### config.mk
export PLATFORM = sky130hd
export DESIGN_NAME = hoop_pass_scorer
export DESIGN_NICKNAME = d
export VERILOG_FILES = /design/src/rtl/hoop_score_pkg.sv /design/src/rtl/bcd4_add_sat.sv /design/src/rtl/hoop_pass_scorer.sv
export SDC_FILE = /design/constraint.sdc
export NUM_CORES = 1
export LEC_CHECK = 0
export ABC_AREA = 1
export CAP_MARGIN = 20
export CORE_MARGIN = 5
export CORE_UTILIZATION = 41
export CTS_CLUSTER_DIAMETER = 100
export CTS_CLUSTER_SIZE = 8
export DETAILED_ROUTE_END_ITERATION = 16
export PLACE_DENSITY = 0.68
export SETUP_SLACK_MARGIN = 0.4
export SLEW_MARGIN = 40
export SYNTH_ARGS = -nofsm -noshare
export SYNTH_HDL_FRONTEND = slang
export SYNTH_SLANG_ARGS = --single-unit
### constraint.sdc
create_clock -name clk -period 4.3 [get_ports clk]
set_input_delay 0.86 -clock clk [delete_from_list [all_inputs] [get_ports clk]]
set_output_delay 0.86 -clock clk [all_outputs]
set_load 0.05 [all_outputs]
### src/rtl/hoop_score_pkg.sv
// hoop_score_pkg: shared types and tuning constants for the hoop pass scorer
// and the BCD score path.
package hoop_score_pkg;

    typedef enum logic [1:0] {
        ARMED  = 2'd0,
        INSIDE = 2'd1,
        SCORED = 2'd2,
        MISSED = 2'd3
    } hoop_state_t;

    typedef logic [15:0] bcd4_t;

    localparam bcd4_t BCD_MAX = 16'h9999;

    // Geometry of the hoop opening and the player sprite, in pixels.
    localparam int HOOP_W        = 28;
    localparam int RING_MARGIN_X = 6;
    localparam int RING_TOP_Y    = 8;
    localparam int RING_H        = 20;
    localparam int PLAYER_W      = 32;
    localparam int PLAYER_H      = 32;

    // Scoring rules.
    localparam int    MIN_INSIDE_FRAMES    = 3;
    localparam bcd4_t BASE_POINTS_BCD      = 16'h0010;
    localparam int    MAX_COMBO            = 7;
    localparam int    COMBO_TIMEOUT_FRAMES = 240;

endpackage

### src/rtl/bcd4_add_sat.sv
// bcd4_add_sat: combinational 4-digit BCD adder. Digits ripple a decimal
// carry; a carry out of the top digit clamps the result to BCD_MAX.
// Inputs are assumed to hold valid BCD digits.
module bcd4_add_sat
    import hoop_score_pkg::*;
(
    input  bcd4_t i_a,
    input  bcd4_t i_b,
    output bcd4_t o_sum
);

    bcd4_t w_raw_sum;
    logic  w_carry_out;

    // Ripple the four decimal digits, correcting any digit above 9.
    always_comb begin
        logic [4:0] digit_sum;
        logic       carry;
        // NOTE: every variable gets a value before any branch, so no path can
        // leave one unassigned and infer a latch.
        digit_sum   = 5'd0;
        carry       = 1'b0;
        w_raw_sum   = '0;
        w_carry_out = 1'b0;
        for (int d = 0; d < 4; d++) begin
            digit_sum = {1'b0, i_a[4*d +: 4]} + {1'b0, i_b[4*d +: 4]} + {4'b0000, carry};
            carry     = (digit_sum > 5'd9);
            if (carry) begin
                // Adding 6 wraps the low nibble around to (sum - 10).
                digit_sum = digit_sum + 5'd6;
            end
            w_raw_sum[4*d +: 4] = digit_sum[3:0];
        end
        w_carry_out = carry;
    end

    assign o_sum = w_carry_out ? BCD_MAX : w_raw_sum;

endmodule

### src/rtl/hoop_pass_scorer.sv
// hoop_pass_scorer: decides each frame whether the player passed cleanly
// through the falling hoop, clipped its rim or missed it, and keeps a combo
// multiplier plus a saturating 4-digit BCD score.
// Optional feature: define HOOP_SCORE_COMBO_TIMEOUT_EN to make the combo decay
// to zero after COMBO_TIMEOUT_FRAMES unpaused frames without a score.
module hoop_pass_scorer
    import hoop_score_pkg::*;
(
    input  logic               clk,
    input  logic               resetN,
    input  logic               startOfFrame,
    input  logic               pause,
    input  logic signed [10:0] hoopTopLeftX,
    input  logic signed [10:0] hoopTopLeftY,
    input  logic signed [10:0] playerTopLeftX,
    input  logic signed [10:0] playerTopLeftY,
    input  logic               rimCollision,
    output bcd4_t              score,
    output logic               scorePulse,
    output logic [2:0]         comboLevel,
    output logic [1:0]         hoopState
);

    // Opening bounds relative to the hoop top-left, and player centre offsets.
    localparam logic signed [11:0] C_WIN_X_LO   = 12'(RING_MARGIN_X);
    localparam logic signed [11:0] C_WIN_X_HI   = 12'(HOOP_W - RING_MARGIN_X);
    localparam logic signed [11:0] C_WIN_Y_LO   = 12'(RING_TOP_Y);
    localparam logic signed [11:0] C_WIN_Y_HI   = 12'(RING_TOP_Y + RING_H);
    localparam logic signed [11:0] C_HALF_W     = 12'(PLAYER_W / 2);
    localparam logic signed [11:0] C_HALF_H     = 12'(PLAYER_H / 2);
    localparam logic [3:0]         C_LAST_COUNT = 4'(MIN_INSIDE_FRAMES - 1);
    localparam logic [2:0]         C_MAX_COMBO  = 3'(MAX_COMBO);

    logic signed [10:0] r_hoop_x;
    logic signed [10:0] r_hoop_y;
    logic signed [10:0] r_player_x;
    logic signed [10:0] r_player_y;
    logic signed [10:0] r_prev_hoop_y;
    logic               r_eval;
    logic               r_rim_latch;
    hoop_state_t        r_state;
    logic [3:0]         r_inside_cnt;
    logic [2:0]         r_combo;
    logic [3:0]         r_pending;
    bcd4_t              r_score;
    logic               r_score_pulse;

    logic signed [11:0] w_hx;
    logic signed [11:0] w_hy;
    logic signed [11:0] w_cx;
    logic signed [11:0] w_cy;
    logic               w_in_win;
    logic               w_respawn;
    logic               w_eval;
    logic               w_live;
    logic               w_miss;
    logic               w_award_start;
    logic               w_timeout;
    logic [3:0]         w_pending_dec;
    logic [4:0]         w_pending_sum;
    bcd4_t              w_score_next;

    // Window test on the positions sampled at the last frame strobe.
    assign w_hx     = 12'(r_hoop_x);
    assign w_hy     = 12'(r_hoop_y);
    assign w_cx     = 12'(r_player_x) + C_HALF_W;
    assign w_cy     = 12'(r_player_y) + C_HALF_H;
    assign w_in_win = (w_cx >= w_hx + C_WIN_X_LO) && (w_cx < w_hx + C_WIN_X_HI) &&
                      (w_cy >= w_hy + C_WIN_Y_LO) && (w_cy < w_hy + C_WIN_Y_HI);

    // A hoop moving upward means the mover has respawned it at the top.
    assign w_respawn = (r_hoop_y < r_prev_hoop_y);
    assign w_eval    = r_eval && !pause;
    assign w_live    = (r_state == ARMED) || (r_state == INSIDE);

    // Frame outcomes that drive the combo and the award engine.
    assign w_miss        = w_eval && w_live && (w_respawn || r_rim_latch);
    assign w_award_start = w_eval && !w_respawn && !r_rim_latch && (r_state == INSIDE) &&
                           w_in_win && (r_inside_cnt == C_LAST_COUNT);

    // Sample both positions on the frame strobe; evaluate one cycle later.
    always_ff @(posedge clk or negedge resetN) begin
        if (!resetN) begin
            r_hoop_x   <= '0;
            r_hoop_y   <= '0;
            r_player_x <= '0;
            r_player_y <= '0;
            r_eval     <= 1'b0;
        end else begin
            // NOTE: state registers take non-blocking assignments so every
            // register in the design samples the same pre-edge values.
            r_eval <= startOfFrame;
            if (startOfFrame) begin
                r_hoop_x   <= hoopTopLeftX;
                r_hoop_y   <= hoopTopLeftY;
                r_player_x <= playerTopLeftX;
                r_player_y <= playerTopLeftY;
            end
        end
    end

    // Remember any rim touch since the last unpaused evaluation.
    always_ff @(posedge clk or negedge resetN) begin
        if (!resetN) begin
            r_rim_latch <= 1'b0;
        end else if (w_eval) begin
            r_rim_latch <= rimCollision;
        end else if (rimCollision) begin
            r_rim_latch <= 1'b1;
        end
    end

    // Pass-tracking state machine, stepped once per unpaused frame.
    always_ff @(posedge clk or negedge resetN) begin
        if (!resetN) begin
            r_state       <= ARMED;
            r_inside_cnt  <= 4'd0;
            r_prev_hoop_y <= '0;
        end else if (w_eval) begin
            r_prev_hoop_y <= r_hoop_y;
            if (w_respawn) begin
                r_state      <= ARMED;
                r_inside_cnt <= 4'd0;
            end else begin
                case (r_state)
                    ARMED: begin
                        if (r_rim_latch) begin
                            r_state <= MISSED;
                        end else if (w_in_win) begin
                            r_state      <= INSIDE;
                            r_inside_cnt <= 4'd1;
                        end
                    end
                    INSIDE: begin
                        if (r_rim_latch) begin
                            r_state      <= MISSED;
                            r_inside_cnt <= 4'd0;
                        end else if (w_in_win) begin
                            r_inside_cnt <= r_inside_cnt + 4'd1;
                            if (w_award_start) begin
                                r_state <= SCORED;
                            end
                        end else begin
                            r_state      <= ARMED;
                            r_inside_cnt <= 4'd0;
                        end
                    end
                    default: begin
                        // SCORED and MISSED wait for the next respawn.
                    end
                endcase
            end
        end
    end

`ifdef HOOP_SCORE_COMBO_TIMEOUT_EN
    logic [15:0] r_idle_frames;

    assign w_timeout = w_eval && !w_award_start &&
                       (r_idle_frames == 16'(COMBO_TIMEOUT_FRAMES - 1));

    // Count unpaused frames since the last award; an award always wins.
    always_ff @(posedge clk or negedge resetN) begin
        if (!resetN) begin
            r_idle_frames <= 16'd0;
        end else if (w_award_start || w_timeout) begin
            r_idle_frames <= 16'd0;
        end else if (w_eval) begin
            r_idle_frames <= r_idle_frames + 16'd1;
        end
    end
`else
    assign w_timeout = 1'b0;
`endif

    // Combo grows with each award and collapses on any miss or timeout.
    always_ff @(posedge clk or negedge resetN) begin
        if (!resetN) begin
            r_combo <= 3'd0;
        end else if (w_award_start) begin
            r_combo <= (r_combo == C_MAX_COMBO) ? r_combo : r_combo + 3'd1;
        end else if (w_miss || w_timeout) begin
            r_combo <= 3'd0;
        end
    end

    assign w_pending_dec = (r_pending != 4'd0) ? r_pending - 4'd1 : 4'd0;
    assign w_pending_sum = {1'b0, w_pending_dec} + {2'b00, r_combo} + 5'd1;

    bcd4_add_sat u_score_add (
        .i_a   (r_score),
        .i_b   (BASE_POINTS_BCD),
        .o_sum (w_score_next)
    );

    // Award engine: add one base step per cycle while steps are pending.
    always_ff @(posedge clk or negedge resetN) begin
        if (!resetN) begin
            r_pending     <= 4'd0;
            r_score       <= '0;
            r_score_pulse <= 1'b0;
        end else begin
            r_score_pulse <= w_award_start;
            if (w_award_start) begin
                r_pending <= (w_pending_sum > 5'd15) ? 4'd15 : w_pending_sum[3:0];
            end else begin
                r_pending <= w_pending_dec;
            end
            if (r_pending != 4'd0) begin
                r_score <= w_score_next;
            end
        end
    end

    assign score      = r_score;
    assign scorePulse = r_score_pulse;
    assign comboLevel = r_combo;
    assign hoopState  = r_state;

endmodule

==> results_tabular.tex <==
\begin{tabular}{lr}
\hline
Metric & Value \\
\hline
\multicolumn{2}{l}{\textbf{Run status}} \\
\quad Result of the run & complete, no violations \\
\multicolumn{2}{l}{\textbf{Clocking}} \\
\quad Cts bufs inserted & 9 \\
\quad CTS Root Cell & sky130\_fd\_sc\_hd\_\_clkbuf\_16 \\
\quad Clock network latency to the later pin of the worst-skew pair & 340 ps \\
\quad H-tree levels & 3 \\
\quad Maximum root-to-sink buffer count & 2 \\
\quad Clock-pin slew reported for the worst setup and hold paths after clock tree synthesis & 60 ps \\
\quad CTS tree & built \\
\quad Clk sink count & 87 \\
\multicolumn{2}{l}{\textbf{Yosys}} \\
\quad Synthesized netlist net count & 895 \\
\quad Post-Syn Instances & 770 \\
\quad Number of distinct standard cells referenced by the synthesized netlist & 43 \\
\quad Synthesized area & 0.00610 sq mm \\
\quad Synth Warn \# & 0 \\
\quad Dominant register cell in the synthesized netlist & sky130\_fd\_sc\_hd\_\_dfrtp\_1 \\
\quad Share of synthesized area occupied by flip-flops and latches & 35.7\% \\
\quad Total of flip-flops plus latches after synthesis & 87 \\
\quad Ys async rst share & 100\% \\
\quad Number of enable flip-flop cells after synthesis & 0 \\
\quad Avg Synthesized Cell Area & 7.93 sq um \\
\multicolumn{2}{l}{\textbf{Global route}} \\
\quad Maximum number of pins on one net before global-route repair & 59 \\
\quad Number of antenna violations at the first check in global routing & 0 \\
\quad Overall global routing resource usage & 14.9\% \\
\quad First-pass GRT wire length & 21800 um \\
\quad Vias in the first global route & 4755 \\
\quad Total overflow reported by the global router & 0 \\
\multicolumn{2}{l}{\textbf{Routing}} \\
\quad Vias after detailed routing & 4954 \\
\quad Sum of met2 wire segment lengths after detailed routing & 5550 um \\
\quad Post-route ant nets & 0 \\
\quad Number of design rule violations left after detail routing & 0 \\
\quad Drt first pass iters & 4 \\
\quad Detail-routed via count per cell & 4.77 \\
\quad Average wire per cell in the routed design & 12.1 um \\
\quad Detailed-route wire length & 12500 um \\
\quad Topmost layer with routed signal wires & met4 \\
\quad Met3 Wirelength & 632 um \\
\quad Wire length on met1 & 6100 um \\
\quad Iteration-0 DRC Markers & 212 \\
\multicolumn{2}{l}{\textbf{Power and ir drop}} \\
\quad LEAKAGE & 3.78 nW \\
\quad PD cells & 511 mW/mm\^{}2 \\
\quad Max VDD drop & 270 uV \\
\multicolumn{2}{l}{\textbf{STA}} \\
\quad Min Tclk post-route & 3710 ps \\
\quad Highest Clock Rate & 0.270 GHz \\
\quad Hold violation total from the final report & 0 \\
\quad Worst-case clock skew & 7.13 ps \\
\quad Max-slew headroom & 63.7\% \\
\quad Setup Viol. Count Final & 0 \\
\quad Tightest Pin Transition & 544 ps \\
\quad RSZ-0062 raised after global routing & false \\
\quad Total negative slack for setup checks & 0 ps \\
\quad Final-report max-slew violation count & 0 \\
\quad Final Cycle Share & 86.2\% \\
\multicolumn{2}{l}{\textbf{Worst setup path}} \\
\quad Worst-path maximum fanout & 6 \\
\quad Slowest-stage cell, CP & sky130\_fd\_sc\_hd\_\_dfrtp\_2 \\
\quad Worst reg2reg path startpoint & score[1] \\
\quad Startpoint Class & flip-flop \\
\quad Worst path most repeated cell & sky130\_fd\_sc\_hd\_\_ha\_2 \\
\quad Max incr delay on CP & 430 ps \\
\quad Crit path kind & flip-flop to flip-flop \\
\quad Worst setup path startpoint & score[1] \\
\quad Required arrival time at the worst endpoint & 4520 ps \\
\quad Crit-path cells & o21ai\_4 -> ha\_2 -> inv\_1 -> ha\_2 -> inv\_2 -> a21o\_1 -> nand2\_2 -> ha\_2 -> ha\_2 -> xor2\_1 -> inv\_1 -> a21oi\_2 -> inv\_1 -> nand2\_2 -> ha\_4 -> ha\_4 -> xor2\_2 -> nor2\_1 -> o22ai\_2 -> nor2\_2 -> buf\_4 -> a32o\_1 \\
\quad Data arrival, critical path & 3930 ps \\
\quad CP Capture Type & flip-flop \\
\quad Critical path's top delay family & adder cells \\
\quad WP buf/inv & 5 \\
\multicolumn{2}{l}{\textbf{Worst hold path}} \\
\quad Worst hold path startpoint & score[0] \\
\quad Path class of the lowest-slack min-delay path & flip-flop to flip-flop \\
\multicolumn{2}{l}{\textbf{Finish}} \\
\quad Util after Layout & 51.1\% \\
\quad Filler Cells Inserted & 1391 \\
\quad Fraction of layout cells with a size suffix above 1 & 9.37\% \\
\quad Area of the multi-input gates & 0.00349 sq mm \\
\quad Ant. Diodes & 0 \\
\quad Area growth syn-to-layout & 22.2\% \\
\quad Final layout net count & 975 \\
\quad Post-route standard cell area excluding fillers & 0.00746 sq mm \\
\quad Area taken by flip-flops and latches & 0.00218 sq mm \\
\multicolumn{2}{l}{\textbf{Die}} \\
\quad Die X-Extent & 132 um \\
\quad Total die area & 0.0174 sq mm \\
\quad Die Ht & 132 um \\
\quad Rows & 44 \\
\quad Starting utilization of the core area & 41.8\% \\
\quad Top Ports & 71 \\
\quad Placeable Area & 0.0146 sq mm \\
\multicolumn{2}{l}{\textbf{Flow run}} \\
\quad Number of violations of the max-capacitance limit & 0 \\
\multicolumn{2}{l}{\textbf{Place}} \\
\quad Gpl congestion & 0.852 \\
\quad Total cell area at the placement stage & 0.00702 sq mm \\
\quad Number of buffers inserted by port buffering & 70 \\
\quad Detail Placement HPWL & 9430 um \\
\hline
\end{tabular}
## registers in the layout, indices dropped and copies added, names as in the netlist, 2 cells and up
signal and flops:
r_player_x 11, score 16, r_pending 4, r_hoop_x 11, r_player_y 11, r_prev_hoop_y 11, r_hoop_y 11, comboLevel 3
hoopState 2, r_inside_cnt 4
## through the flow
stage	hold WS (ps)	total power, mW	setup slack, ps	instances
finish	468	3.81	592	1038
global route	500	4.13	363	1038
CTS	475	3.70	405	1033
detailed placement	458	2.82	81.3	1016
global placement	462	2.78	222	1016
floorplan	453	2.35	404	770
## kinds of logic after synthesis
logic type / Yosys count / share of synthesized area [%]
adders and majority gates: 76 / 15.7
buffers and inverters: 138 / 8.49
AOI/OAI and AO/OA: 111 / 10.0
xor gates and xnor gates: 42 / 6.03
DFF: 87 / 35.7
muxes: 10 / 1.85
and+or+nand+nor: 306 / 22.2
## where the power goes
group	leakage, nW	switching (mW)	internal (mW)
Combinational	2.57	1.13	0.783
Sequential	1.06	0.136	0.964
Clock	0.145	0.319	0.478
Total	3.78	1.58	2.23
## cell usage after synthesis, types with 3 or more instances
cell	number	area [sq um]
sky130_fd_sc_hd__nand2_1	189	709
sky130_fd_sc_hd__inv_1	122	458
sky130_fd_sc_hd__dfrtp_1	87	2180
sky130_fd_sc_hd__ha_1	75	938
sky130_fd_sc_hd__o21ai_0	63	315
sky130_fd_sc_hd__nor2_1	38	143
sky130_fd_sc_hd__xor2_1	37	324
sky130_fd_sc_hd__nand3_1	35	175
sky130_fd_sc_hd__a21oi_1	27	135
sky130_fd_sc_hd__nand4_1	13	81.3
sky130_fd_sc_hd__clkbuf_1	11	41.3
sky130_fd_sc_hd__mux2_2	10	113
sky130_fd_sc_hd__nor3_1	9	45.0
sky130_fd_sc_hd__nand2_2	5	31.3
sky130_fd_sc_hd__xnor2_1	5	43.8
sky130_fd_sc_hd__a21o_1	4	30.0
sky130_fd_sc_hd__inv_2	4	15.0
sky130_fd_sc_hd__nand3_2	3	30.0
sky130_fd_sc_hd__nor2_2	3	18.8
## placed cells by master, fill, tap and decap left out, types with 2 or more instances in the layout
cell                              count
sky130_fd_sc_hd__o21a_1               2
sky130_fd_sc_hd__inv_1              120
sky130_fd_sc_hd__xor2_1              35
sky130_fd_sc_hd__a21oi_2              2
sky130_fd_sc_hd__ha_2                 4
sky130_fd_sc_hd__nand4_1             13
sky130_fd_sc_hd__clkdlybuf4s50_1     68
sky130_fd_sc_hd__ha_1                69
sky130_fd_sc_hd__clkbuf_8             2
sky130_fd_sc_hd__ha_4                 2
sky130_fd_sc_hd__dfrtp_2              3
sky130_fd_sc_hd__nand3_1             35
sky130_fd_sc_hd__nor2_1              37
sky130_fd_sc_hd__a22o_1               2
sky130_fd_sc_hd__dfrtp_1             84
sky130_fd_sc_hd__a21oi_1             26
sky130_fd_sc_hd__nand3_4              2
sky130_fd_sc_hd__xor2_2               2
sky130_fd_sc_hd__nand2_2              7
sky130_fd_sc_hd__nor2_4               2
sky130_fd_sc_hd__nand2_1            187
sky130_fd_sc_hd__inv_2                6
sky130_fd_sc_hd__clkbuf_16            9
sky130_fd_sc_hd__nand3_2              3
sky130_fd_sc_hd__a21o_1               4
sky130_fd_sc_hd__buf_4               12
sky130_fd_sc_hd__nor3_1               9
sky130_fd_sc_hd__mux2_2              10
sky130_fd_sc_hd__o21ai_0             62
sky130_fd_sc_hd__nor2_2               4
sky130_fd_sc_hd__a31oi_1              2
sky130_fd_sc_hd__xnor2_1              4
## metal layers
metal  vias up  global-route usage [%]
met3        18                    3.59
li1       2640                       -
met2        90                    23.4
met1      2206                    20.2
met5         -                       0
met4         0                    4.91
## cell type report
class | instances | area share, %
Inverter | 126 | 6.34
Multi-Input combinational cell | 545 | 46.8
Clock buffer | 12 | 3.44
Tap cell | 184 | 3.09
Timing Repair Buffer | 81 | 10.5
Clock inverter | 3 | 0.570
Sequential cell | 87 | 29.2
## timing repair
item,CTS,global route
pin swaps,2,7
gates resized for setup,5,14
gates cloned,0,0
setup buffers,2,5
hold buffers,0,0
setup endpoints to repair,13,15
endpoints found under the hold margin,0,0
## tightest hold or removal path, delay by kind of cell (launching register included)
family / cells / cell delay [ps]
flip-flops: 1 / 350
AND/OR/NAND/NOR: 1 / 50
buffers and inverters: 1 / 40
## worst paths after layout
| kind | endpoint | slack [ps] | cells after the start |
|---|---|---|---|
| max | score[6] | 590 | 22 |
| min | score[0] | 470 | 2 |
| max reg2reg | score[6] | 590 | 22 |
| min reg2reg | score[0] | 470 | 2 |
| max in group asynchronous | r_player_x[0] | 2990 | 2 |
| min in group asynchronous | r_prev_hoop_y[7] | 490 | 1 |
Note: power is estimated with default switching activity, not from simulation.
